## config.mk

```make
export PLATFORM = sky130hd
export DESIGN_NAME = hazard_ctrl
export DESIGN_NICKNAME = d
export VERILOG_FILES = /design/src/rtl/mips_pkg.sv /design/src/rtl/hazard_detect.sv /design/src/rtl/hazard_ctrl.sv
export SDC_FILE = /design/constraint.sdc
export NUM_CORES = 1
export LEC_CHECK = 0
export BUFFER_PORTS_ARGS = -buffer_cell sky130_fd_sc_hd__buf_2
export CAP_MARGIN = 10
export CORE_MARGIN = 2
export CORE_UTILIZATION = 48
export CTS_CLUSTER_DIAMETER = 40
export DETAILED_ROUTE_END_ITERATION = 10
export PLACE_DENSITY = 0.77
export SLEW_MARGIN = 40
export SYNTH_ARGS = -nofsm -noshare
export SYNTH_HDL_FRONTEND = slang
export SYNTH_SLANG_ARGS = --single-unit
```

## constraint.sdc

```tcl
create_clock -name clk -period 3.45 [get_ports clk]
set_input_delay 0.345 -clock clk [delete_from_list [all_inputs] [get_ports clk]]
set_output_delay 0.345 -clock clk [all_outputs]
set_load 0.05 [all_outputs]
```

## src/rtl/mips_pkg.sv

```systemverilog
// Shared definitions for the 5-stage MIPS core: hazard FSM states,
// register-index width and the NOP instruction encoding.
package mips_pkg;

    localparam int REG_W = 5;
    localparam logic [31:0] NOP = 32'h0000_0000;

    typedef enum logic [1:0] {
        RUN    = 2'd0,
        STALL  = 2'd1,
        FREEZE = 2'd2
    } hz_state_t;

endpackage

```

## src/rtl/hazard_detect.sv

```systemverilog
// Combinational detection of hazards that forwarding cannot resolve:
// load-use, ALU result feeding an ID branch, and load feeding an ID branch.
module hazard_detect
    import mips_pkg::*;
(
    input  logic [REG_W-1:0] IFID_RegRs,
    input  logic [REG_W-1:0] IFID_RegRt,
    input  logic             ID_UsesRs,
    input  logic             ID_UsesRt,
    input  logic             ID_IsBranch,
    input  logic             IDEX_RegWrite,
    input  logic             IDEX_MemRead,
    input  logic [REG_W-1:0] IDEX_RegRd,
    input  logic             EXMEM_MemRead,
    input  logic [REG_W-1:0] EXMEM_RegRd,
    output logic             lu,
    output logic             ba,
    output logic             bl
);

    logic [REG_W-1:0] dst [2];
    logic [1:0]       match;

    assign dst[0] = IDEX_RegRd;
    assign dst[1] = EXMEM_RegRd;

    // $0 is hardwired to zero, so a write to it never creates a dependency.
    genvar gi;
    generate
        for (gi = 0; gi < 2; gi++) begin : g_match
            assign match[gi] = (dst[gi] != '0) &&
                               ((ID_UsesRs && (dst[gi] == IFID_RegRs)) ||
                                (ID_UsesRt && (dst[gi] == IFID_RegRt)));
        end
    endgenerate

    assign lu = IDEX_MemRead && match[0];
    assign ba = ID_IsBranch && IDEX_RegWrite && !IDEX_MemRead && match[0];
    assign bl = ID_IsBranch && EXMEM_MemRead && match[1];

endmodule

```

## src/rtl/hazard_ctrl.sv

```systemverilog
// Pipeline hazard controller: stalls, flushes and memory freezes for the
// 5-stage core, driving PC and pipeline-register write enables.
module hazard_ctrl
    import mips_pkg::*;
#(
    parameter int MEM_TIMEOUT = 16,
    parameter int CNT_W       = 32
) (
    input  logic             clk,
    input  logic             rst,
    input  logic [REG_W-1:0] IFID_RegRs,
    input  logic [REG_W-1:0] IFID_RegRt,
    input  logic             ID_UsesRs,
    input  logic             ID_UsesRt,
    input  logic             ID_IsBranch,
    input  logic             BranchTaken,
    input  logic             JUMP,
    input  logic             IDEX_RegWrite,
    input  logic             IDEX_MemRead,
    input  logic [REG_W-1:0] IDEX_RegRd,
    input  logic             EXMEM_MemRead,
    input  logic             EXMEM_MemWrite,
    input  logic [REG_W-1:0] EXMEM_RegRd,
    input  logic             DMemReady,
    output logic             PCWr,
    output logic             IFID_Wr,
    output logic             IDEX_Wr,
    output logic             EXMEM_Wr,
    output logic             MEMWB_Wr,
    output logic             IFID_Flush,
    output logic             IDEX_Bubble,
    output logic             MemErr,
    output logic [CNT_W-1:0] StallCnt,
    output logic [CNT_W-1:0] FlushCnt
);

    localparam int TC_W = $clog2(MEM_TIMEOUT) + 1;
    localparam logic [TC_W-1:0] TC_LAST = TC_W'(MEM_TIMEOUT - 1);

    hz_state_t        state_reg, saved_reg, eff_state;
    logic             bc_reg;
    logic [TC_W-1:0]  tc_reg;
    logic             memerr_reg;
    logic [CNT_W-1:0] stall_cnt_reg, flush_cnt_reg;
    logic             lu, ba, bl, mw, stall, flush;

    hazard_detect u_detect (
        .IFID_RegRs    (IFID_RegRs),
        .IFID_RegRt    (IFID_RegRt),
        .ID_UsesRs     (ID_UsesRs),
        .ID_UsesRt     (ID_UsesRt),
        .ID_IsBranch   (ID_IsBranch),
        .IDEX_RegWrite (IDEX_RegWrite),
        .IDEX_MemRead  (IDEX_MemRead),
        .IDEX_RegRd    (IDEX_RegRd),
        .EXMEM_MemRead (EXMEM_MemRead),
        .EXMEM_RegRd   (EXMEM_RegRd),
        .lu            (lu),
        .ba            (ba),
        .bl            (bl)
    );

    // On the unfreeze cycle the saved state decides, so a pending bubble or
    // hazard is handled in that same cycle.
    always_comb begin
        mw        = (EXMEM_MemRead || EXMEM_MemWrite) && !DMemReady;
        eff_state = (state_reg == FREEZE) ? saved_reg : state_reg;
        stall     = !mw && ((eff_state == STALL) || lu || ba || bl);
        flush     = !mw && !stall && ((ID_IsBranch && BranchTaken) || JUMP);
    end

    always_comb begin
        PCWr        = 1'b1;
        IFID_Wr     = 1'b1;
        IDEX_Wr     = 1'b1;
        EXMEM_Wr    = 1'b1;
        MEMWB_Wr    = 1'b1;
        IFID_Flush  = 1'b0;
        IDEX_Bubble = 1'b0;
        if (rst) begin
            {PCWr, IFID_Wr, IDEX_Wr, EXMEM_Wr, MEMWB_Wr} = '0;
            IFID_Flush  = 1'b1;
            IDEX_Bubble = 1'b1;
        end else if (mw) begin
            {PCWr, IFID_Wr, IDEX_Wr, EXMEM_Wr, MEMWB_Wr} = '0;
        end else if (stall) begin
            PCWr        = 1'b0;
            IFID_Wr     = 1'b0;
            IDEX_Bubble = 1'b1;
        end else begin
            IFID_Flush  = flush;
        end
    end

    always_ff @(posedge clk) begin
        if (rst) begin
            state_reg     <= RUN;
            saved_reg     <= RUN;
            bc_reg        <= 1'b0;
            tc_reg        <= '0;
            memerr_reg    <= 1'b0;
            stall_cnt_reg <= '0;
            flush_cnt_reg <= '0;
        end else if (mw) begin
            if (state_reg != FREEZE) begin
                saved_reg <= state_reg;
            end
            state_reg <= FREEZE;
            if (tc_reg == TC_LAST) begin
                memerr_reg <= 1'b1;
            end else begin
                tc_reg <= tc_reg + 1'b1;
            end
        end else begin
            tc_reg <= '0;
            if (eff_state == STALL) begin
                if (bc_reg == 1'b0) begin
                    state_reg <= RUN;
                end else begin
                    bc_reg    <= bc_reg - 1'b1;
                    state_reg <= STALL;
                end
            end else if (lu && ID_IsBranch) begin
                // A load feeding an ID branch needs a second bubble.
                state_reg <= STALL;
                bc_reg    <= 1'b0;
            end else begin
                state_reg <= RUN;
            end
            if (stall && (stall_cnt_reg != '1)) begin
                stall_cnt_reg <= stall_cnt_reg + 1'b1;
            end
            if (flush && (flush_cnt_reg != '1)) begin
                flush_cnt_reg <= flush_cnt_reg + 1'b1;
            end
        end
    end

    assign MemErr   = memerr_reg;
    assign StallCnt = stall_cnt_reg;
    assign FlushCnt = flush_cnt_reg;

endmodule

```

==> metrics.txt, run 1 <==
top cell type by total area after synthesis=dfxtp_1; Rel. slew slack=0.453; Max Cap Viol=0; unrepaired setup endpoints after global routing=no; area share of the largest cell type after synthesis=0.358; Period minus WS final=2.76 ns; Slew @ Worst Pin=0.814 ns; 1st-iter DRT viols=177; Clock Skews=between 0.009 and 0.01 ns; clk root buf=clkbuf_8; row count=33; Routed Antenna Nets=0; die extent in y=96.8 um; FF+latch count, synth=74; DRT Pass-1 Iters=4; post-synthesis cell area=0.00414 mm^2; DR DRC count=0; via count=4174; Yosys warnings=0; worst-case clock buffer depth=2; CP Capture Type=output port; starting density of the core=0.498; Post-DP HPWL=between 7000 and 8000 um; CTS H-tree depth=3; critical path type=reg -> out; number of global-route vias before repair=3728; dominant cell by count in the synthesized netlist=dfxtp_1; CP Data Required Time=3.11 ns; Max Fclk=0.362 GHz; Final GP Congestion=around 0.96; GRT Util Overall=0.211; Final Worst Setup Slack=0.685 ns; die area=0.00938 mm^2; clk_lat worst skew=0.34 ns; Fillers=741; final hold vios=0; PortBufs=103; grt ovf=0; nets=639; largest net degree at the start of global routing=46; critical path launch point type=register; leak pwr=a little under 2 nW; maximum VDD drop=0.222 mV; sequential fraction of the synthesis area=0.358; max-slew violation total from the final report=0; run status=finished clean; async set or reset register ratio after synthesis=0; WL per Instance=14.4 um; total CTS buffers=9; # clock sinks=74; Pwr Density=346 mW/mm^2; first-pass GRT wire length=between 15000 and 20000 um; critical path arrival=approximately 2.4 ns; Die W=96.8 um; CORE AREA=0.00830 mm^2; post-synthesis cell type count=50; hold-fix buffers at CTS=0; I/O Pins=104; syn nets=between 500 and 600; DRT Wirelength=10200 um; Clock transition at path regs=around 0.07 ns; dpl ws=approximately 0.56 ns; # diodes=0; Tcrit/Tclk final=0.801; Setup violations, final=0; top cells by area, synth=dfxtp_1 (36%), mux2_2 (4.9%), a21oi_1 (4.7%); Worst Hold Class=in -> reg; initial antenna violation count=0; Post-synth top cells=dfxtp_1 (74), nor2_1 (45), a21oi_1 (39), nand2_1 (37), nand3_1 (30); ys flop type=dfxtp_1; setup TNS=0 ns; layout cells sized above 1=0.253; EDFF count, synth=0; area grow syn2layout=18.8%; CP Max Fanout=36; Vias/cell=5.85; post-CTS setup buffers=0; Syn Area/Cell=roughly 8.1 um^2; CTS-repair resized insts=0; CTS tree=done; Mapped Cells=510
[metrics by stage]
| step | cell area (um^2) | std cells | hold WS, ns | total power [W] | utilization |
|---|---|---|---|---|---|
| 2_1_floorplan | 4140 | 510 | 0.430 | 0.000992 | - |
| 3_3_place_gp | 4710 | 697 | 0.440 | 0.00103 | 0.568 |
| 3_5_place_dp | 4720 | 697 | 0.457 | 0.00104 | 0.568 |
| 4_1_cts | 4910 | 713 | 0.253 | 0.00172 | 0.592 |
| 5_1_grt | 4910 | 713 | 0.297 | 0.00177 | 0.592 |
| 6_report | 4910 | 713 | 0.266 | 0.00170 | 0.592 |
[final cells by class]
| class | instances | area [um^2] | share of cell area |
|---|---|---|---|
| Timing Repair Buffer | 110 | 568 | 0.116 |
| Multi-Input combinational cell | 395 | 2490 | 0.506 |
| Clock inverter | 2 | 35.0 | 0.00713 |
| Inverter | 13 | 48.8 | 0.00993 |
| Sequential cell | 74 | 1480 | 0.301 |
| Tap cell | 105 | 131 | 0.0267 |
| Clock buffer | 14 | 163 | 0.0331 |
[power by group]
group	switching, W	internal [W]
Combinational	0.000107	0.0000495
Sequential	0.00000601	0.000858
Clock	0.000305	0.000374
Total	0.000419	0.00128
[critical path: stages, from the launching register on]
cell and delay [ns]:
dfxtp_1 0.35, inv_1 0.06, nand4_1 0.08, o21ai_0 0.14, a41o_1 0.27, or3_2 0.76
nand2_1 0.15, buf_2 0.27
[placed cells by master (no fill, tap or decap), drive strengths merged, types with 19 or more instances in the layout]
master	count
o21ai	19
nor2b	19
mux2	20
dfxtp	74
a21oi	39
nand4	24
buf	110
nor2	46
nand2	37
nand3	30
[cells by family after synthesis]
logic type,share of synthesized area
AND/OR/NAND/NOR,0.328
AO/OA/AOI/OAI,0.147
flip-flops,0.358
buffers and inverters,0.0426
XOR/XNOR,0.0529
multiplexers,0.0593
adder cells (fa/ha/maj),0.0121
[path summary, 6_finish.rpt]
check	startpoint	end	slack, ns	cells after the start
min reg2reg	MemErr	MemErr	0.47	2
max	state_reg[0]	IFID_Flush	0.69	7
max reg2reg	FlushCnt[2]	FlushCnt[31]	0.77	7
min	IDEX_MemRead	state_reg[0]	0.27	3
[metal layers]
metal	GRT usage	routed length, um	vias to the layer above
met4	0.0585	166	0
met2	0.343	4760	130
met1	0.284	4740	1953
li1	-	-	2078
met5	0	0	-
met3	0.0419	574	13
Power figures use the tool's default switching activity.
==> run 2, diff against run 1 <==
ABC_AREA = 1   (was not set)
PLACE_DENSITY = 0.78   (was 0.77)
clock period = 2.25 ns   (was 3.45 ns; I/O delays follow)
==> run 2 against run 1 <==
  * Critical endpoint is now IFID_Wr
  * Routed wire length is 45% higher
  * Synthesized cell count is 67% higher
  * Flip-flop and latch count stayed put
  * Combinational power is 100% higher
  * Via count is 40% higher
  * Highest routed layer unchanged
  * Register-to-register slack worse by 0.53 ns
  * Final area is 23% higher
  * Sequential power is 53% higher
  * Setup slack worse by 0.54 ns
  * Clock-buffer cell count is 5 lower
==> metrics.txt, run 2 <==
run status=finished clean; Syn Area/Cell=6.03 um^2 (-26%); dpl cell area=0.00580 mm^2 (+23%); leak pwr=2.50 nW (+27%); top cells by area, synth=dfxtp_1 (29%), nand2_1 (22%), nand4_1 (8.7%); FF-to-FF path depth=10 (+3); starting density of the core=0.494 (-0.00397); WL per Instance=13.6 um (-5.4%); R2R Path Start=FlushCnt[1]; M1 GR Usage=0.340 (+0.0565); Post-DP HPWL=10900 um (+46%); Period minus WS final=approximately 2.1 ns; FF+latch count, synth=74 (unchanged); Mapped Cells=851 (+67%); reg-to-reg endpoint=FlushCnt[22]; CORE AREA=0.0104 mm^2 (+25%); Routed Antenna Nets=0 (unchanged); critical path arrival=1.88 ns (-0.54 ns); 1st-iter DRT viols=454 (+160%); critical path type=reg -> out; highest-delay cell along the critical path=dfxtp_1; final hold slack=0.105 ns (-0.161 ns); # clock sinks=74 (unchanged); Slew @ Worst Pin=0.525 ns (-0.290 ns); post-synthesis cell type count=26 (-48%); CP Max Fanout=3 (-92%); Pwr Density=466 mW/mm^2 (+35%); die area=0.0115 mm^2 (+23%); Die W=107 um (+11%); DRT Pass-1 Iters=5 (+1); Vias/cell=5.37 (-8.2%); first-pass GRT wire length=25000 um (+47%); Worst Hold Class=in -> reg; # diodes=0 (unchanged); Design Area, Final=0.00603 mm^2 (+23%); CTS H-tree depth=3 (unchanged); post-synthesis cell area=0.00513 mm^2 (+24%); dominant cell by count in the synthesized netlist=nand2_1; most common cell after layout, fill and taps aside=nand2_1; layout cells sized above 1=0.170 (-0.0837); final hold vios=0 (unchanged); critical path launch point type=register; sequential fraction of the synthesis area=0.289 (-0.0692); unrepaired setup endpoints after global routing=yes; FF/Latch Area=0.00148 mm^2 (about the same); nets=986 (+54%); Worst Setup EP=IFID_Wr; grt ovf=0 (unchanged); met2 usage=0.443 (+0.0996); CTS tree=done; I/O Pins=104 (unchanged); M3 GR Usage=0.0466 (+0.00470); Most Frequent Cell on Critical Path=nand2_1; Yosys warnings=0 (unchanged); largest net degree at the start of global routing=39 (-15%); Setup violations, final=0 (unchanged); EDFF count, synth=0 (unchanged); clk_lat worst skew=0.37 ns (+0.03 ns); GRT Util Overall=0.264 (+0.0533); CP Data Required Time=2.03 ns (-1.08 ns); Multi-input gate area=0.00322 mm^2 (+29%); clk root buf=clkbuf_8; Tcrit/Tclk final=0.937; worst stage delay on the critical path=0.33 ns (-0.43 ns); number of global-route vias before repair=5376 (+44%); row count=37 (+12%); worst-case clock buffer depth=2 (unchanged); area share of the largest cell type after synthesis=0.289 (-0.0692); Final GP Congestion=0.980 (+2.3%); Post-synth top cells=nand2_1 (295), nor2_1 (102), dfxtp_1 (74), nand4_1 (71), a21oi_1 (70); dpl ws=0.186 ns (-0.374 ns); Clock transition at path regs=0.08 ns (about the same); max-slew violation total from the final report=0 (unchanged); DR DRC count=0 (unchanged); Clock Skews=0.00675 ns (-0.00234 ns); maximum VDD drop=0.360 mV (+62%); gr busiest metal=met2; Rel. slew slack=0.648 (+0.194); Final Worst Setup Slack=0.142 ns (-0.544 ns); initial antenna violation count=0 (unchanged); total CTS buffers=9 (unchanged); die extent in y=107 um (+11%); ys flop type=dfxtp_1; Max Fclk=0.474 GHz; area grow syn2layout=17.7%; top cell type by total area after synthesis=dfxtp_1; crit path from=state_reg[0]; Fillers=1051 (+42%); CP Cell Sequence=inv_2, nand2_1, inv_1, a31oi_1, nand2_1, nor2_2, nand2_1, nor2_1, buf_2; Max Cap Viol=0 (unchanged); DRT Wirelength=14800 um (+45%); post-CTS setup buffers=0 (unchanged); syn nets=887 (+62%); most frequent cells in the layout=nand2_1 (295), buf_2 (102), nor2_1 (101); PortBufs=103 (unchanged); async set or reset register ratio after synthesis=0 (unchanged); reg-to-reg slack, setup=0.24 ns (-0.53 ns); via count=5860 (+40%); CP Capture Type=output port
==> run 2: cell types whose count changed after synthesis, moves of 18 or more <==
| cell | previous run | this run |
|---|---|---|
| inv_1 | 13 | 62 |
| nor2_1 | 45 | 102 |
| a21oi_1 | 39 | 70 |
| nor3_1 | 10 | 28 |
| nand2_1 | 37 | 295 |
| nor2b_1 | 19 | 0 |
| nand4_1 | 24 | 71 |
| xor2_1 | 10 | 32 |
| mux2_2 | 18 | 0 |
| or3_1 | 18 | 0 |
==> run 2: critical path: cells and delay by family (launching register included) <==
family                 cells  cell delay, ns
AO/OA/AOI/OAI              1            0.23
buffers and inverters      3            0.37
flip-flops                 1            0.33
AND/OR/NAND/NOR            5            0.58
==> run 2: through the flow <==
stage	utilization	cells	total power (W)	setup TNS [ns]
after floorplan	-	851	0.00156	0
after global placement	0.560	1075	0.00166	0
after detailed placement	0.560	1075	0.00166	0
after CTS	0.581	1091	0.00282	0
after global routing	0.582	1091	0.00291	-0.00392
final	0.582	1091	0.00281	0
==> run 2: routing by layer <==
layer | vias to the layer above | routed length [um]
met4 | 0 | 295
met5 | - | 0
met2 | 217 | 6960
li1 | 2988 | -
met3 | 27 | 982
met1 | 2628 | 6570
==> run 2: worst min-delay path by stage <==
stage            startpoint      endpoint  slack [ns]  cells past startpoint
4_1_cts        IDEX_MemRead  state_reg[0]        0.09                      3
5_1_grt        IDEX_MemRead  state_reg[0]        0.11                      3
3_3_place_gp         MemErr        MemErr        0.44                      2
3_5_place_dp   saved_reg[1]  saved_reg[1]        0.45                      2
6_report       IDEX_MemRead  state_reg[0]        0.10                      3
2_1_floorplan           rst  state_reg[1]        0.33                      1
==> run 2: power breakdown <==
part	switching (W)	leakage, nW	internal (W)	total (W)
clock network	0.000549	0.105	0.000622	0.00117
logic	0.000226	1.79	0.0000880	0.000314
registers	0.00000800	0.597	0.00132	0.00132
total	0.000782	2.50	0.00203	0.00281
==> run 2: cell families (layout without fill, tap and decap cells) <==
group | Yosys count | after routing | synth area share
AOI/OAI and AO/OA | 81 | 81 | 0.0796
DFF | 74 | 74 | 0.289
xor gates and xnor gates | 38 | 38 | 0.0649
and+or+nand+nor | 548 | 548 | 0.471
buffers and inverters | 106 | 210 | 0.0861
adders and majority gates | 4 | 4 | 0.00976
==> run 2: cell type report <==
cell class | instances | share of cell area
tap | 136 | 0.0282
timing repair buffer | 123 | 0.113
sequential | 74 | 0.246
inverter | 71 | 0.0442
multi-input combinational | 671 | 0.533
clock inverter | 7 | 0.0156
clock buffer | 9 | 0.0205
==> run 2: repair_timing <==
item                                    in CTS  in global routing
hold endpoints to repair                     0                  0
hold buffers                                 0                  0
endpoints found under the setup margin       0                 25
gates resized for setup                      0                  3
==> run 3, diff against run 2 <==
CORE_MARGIN = 8   (was 2)
PLACE_DENSITY = 0.71   (was 0.78)
RECOVER_POWER = 100   (was not set)
==> run 3 against run 2 <==
  * Clock skew is 0.0078 ns higher
  * Maximum frequency grew 1.7%
  * Worst hold slack gained 0.0057 ns
  * Clock power is 14% higher
  * First-iteration DRC count decreased by 4.0%
  * Combinational power down 1%
  * Global-route usage shrank 4.9 points
  * Setup slack better by 0.034 ns
  * Sequential power hardly changed
  * Register-to-register slack worse by 0.02 ns
  * Critical path depth stayed put
  * Routed wire length rose by 4.3%
  * Largest power group is now clock
==> metrics.txt, run 3 (synthesized netlist as in run 2, its figures left out) <==
starting density of the core=0.494 (unchanged); GRT Util Overall=0.215 (-0.0488); Period minus WS final=2.07 ns (-0.0343 ns); largest net degree at the start of global routing=64 (+64%); critical path type=reg -> out; CP Data Required Time=2.03 ns (about the same); CTS tree=done; Routed Antenna Nets=0 (unchanged); M3 GR Usage=0.0505 (+0.00393); I/O Pins=104 (unchanged); Clock Skews=0.0145 ns (+0.00778 ns); reg-to-reg endpoint=StallCnt[11]; maximum VDD drop=0.519 mV (+44%); Fillers=1134 (+7.9%); die extent in y=119 um (+11%); row count=37 (unchanged); initial antenna violation count=0 (unchanged); most frequent cells in the layout=nand2_1 (295), nor2_1 (102), dfxtp_1 (74); # diodes=0 (unchanged); met2 usage=0.371 (-0.0721); CTS H-tree depth=3 (unchanged); Slew @ Worst Pin=0.677 ns (+0.152 ns); Rel. slew slack=0.549 (-0.0987); Final GP Congestion=0.999 (+2.0%); max-slew violation total from the final report=0 (unchanged); HP Start=IDEX_MemRead; worst-case clock buffer depth=2 (unchanged); dpl cell area=0.00579 mm^2 (-0.30%); PortBufs=103 (unchanged); most common cell after layout, fill and taps aside=nand2_1; first-pass GRT wire length=25800 um (+3.5%); final hold vios=0 (unchanged); Max Fclk=0.482 GHz (+1.7%); hold-fix buffers at CTS=0 (unchanged); FF-to-FF path depth=10 (unchanged); reg-to-reg slack, setup=0.22 ns (-0.02 ns); M1 GR Usage=0.257 (-0.0831); critical path arrival=1.85 ns (-0.03 ns); Reg power frac=0.446 (-0.026); WHS Path Cells=3 (unchanged); R2R Path Start=StallCnt[1]; Setup violations, final=0 (unchanged); layout cells sized above 1=0.0904 (-0.0792); Gate power share=0.105 (-0.007); area grow syn2layout=15.7%; unrepaired setup endpoints after global routing=yes; gr busiest metal=met2; Hold Path Sink=state_reg[0]; Psw=0.000814 W (+4.0%); CORE AREA=0.0104 mm^2 (unchanged); Net Sw Frac=0.275 (-0.00386); DR DRC count=0 (unchanged); CP Max Fanout=3 (unchanged); total CTS buffers=9 (unchanged); Clock transition at path regs=0.09 ns (about the same); die area=0.0142 mm^2 (+24%); Vias/cell=5.28 (-1.7%); WL per Instance=14.2 um (+4.6%); Max Cap Viol=0 (unchanged); via count=5742 (-2.0%); leak pwr=2.19 nW (-12%); # clock sinks=74 (unchanged); CP Capture Type=output port; grt ovf=0 (unchanged); clk root buf=clkbuf_8; number of global-route vias before repair=5366 (-0.19%); critical path launch point type=register; clk_lat worst skew=0.37 ns (about the same); nets=982 (-0.41%); Design Area, Final=0.00593 mm^2 (-1.6%); Pwr Density=499 mW/mm^2 (+7.3%); Final Util=0.572 (-0.00953); clock power share=0.449 (+0.032); Post-DP HPWL=11600 um (+6.4%); 1st-iter DRT viols=436 (-4.0%); DRT Pass-1 Iters=5 (unchanged); Tcrit/Tclk final=0.922 (-0.0152); run status=finished clean; Worst Hold Class=in -> reg; DRT Wirelength=15400 um (+4.3%); Int Power=0.00215 W (+6.1%); Die W=119 um (+11%)
-- run 3: cell types whose count changed in the layout (fill, tap and decap cells not counted), sizes merged --
cell | previous run | this run
buf | 122 | 49
clkbuf | 10 | 79
bufinv | 2 | 3
clkinv | 4 | 3
clkinvlp | 2 | 1
inv | 70 | 71
-- run 3: area by class of cell --
class	count	area, um^2	area share
Clock buffer	9	124	0.0209
Clock inverter	7	126	0.0213
Inverter	71	267	0.0449
Multi-Input combinational cell	671	3200	0.539
Sequential cell	74	1480	0.250
Tap cell	136	170	0.0287
Timing Repair Buffer	119	568	0.0957
-- run 3: per-stage QoR --
step                      worst slack [ns]  power, W  hold WS (ns)  std cells  setup TNS [ns]
after detailed placement             0.311   0.00167         0.448       1071               0
after CTS                            0.156   0.00298        0.0983       1087               0
after floorplan                    0.00950   0.00156         0.325        851               0
after global placement               0.367   0.00166         0.444       1071               0
final                                0.176   0.00296         0.111       1087               0
after global routing              -0.00538   0.00307         0.103       1087         -0.0107
-- run 3: worst max path at each step --
stage	cells past startpoint	to	start
CTS	9	PCWr	state_reg[0]
finish	9	IFID_Wr	state_reg[0]
floorplan	10	FlushCnt[19]	FlushCnt[0]
global route	9	IFID_Wr	state_reg[0]
global placement	9	FlushCnt[4]	FlushCnt[1]
detailed placement	10	StallCnt[21]	StallCnt[1]
-- run 3: layer usage --
layer	vias to the layer above	wire length [um]	share of wire
met3	22	774	0.050
met5	-	0	0
met4	0	300	0.019
met1	2578	6860	0.44
li1	2982	-	-
met2	160	7510	0.49
-- run 3: repair_timing --
action | 4_1_cts | 5_1_grt
endpoints found under the setup margin | 0 | 3
resized for setup | 0 | 1
setup buffers | 0 | 0
-- run 3: power groups by stage --
stage | combinational, W | sequential, W | clock (W)
finish | 0.000310 | 0.00132 | 0.00133
global route | 0.000338 | 0.00132 | 0.00141
CTS | 0.000314 | 0.00132 | 0.00134
detailed placement | 0.000313 | 0.00135 | 0
global placement | 0.000311 | 0.00135 | 0
floorplan | 0.000195 | 0.00137 | 0
-- run 3: critical path, stage by stage (launching register included) --
cell and delay, ns:
dfxtp_1 0.33, inv_2 0.04, nand2_1 0.06, inv_1 0.04
a31oi_1 0.24, nand2_1 0.11, nor2_2 0.17, nand2_1 0.09
nor2_1 0.11, buf_2 0.28
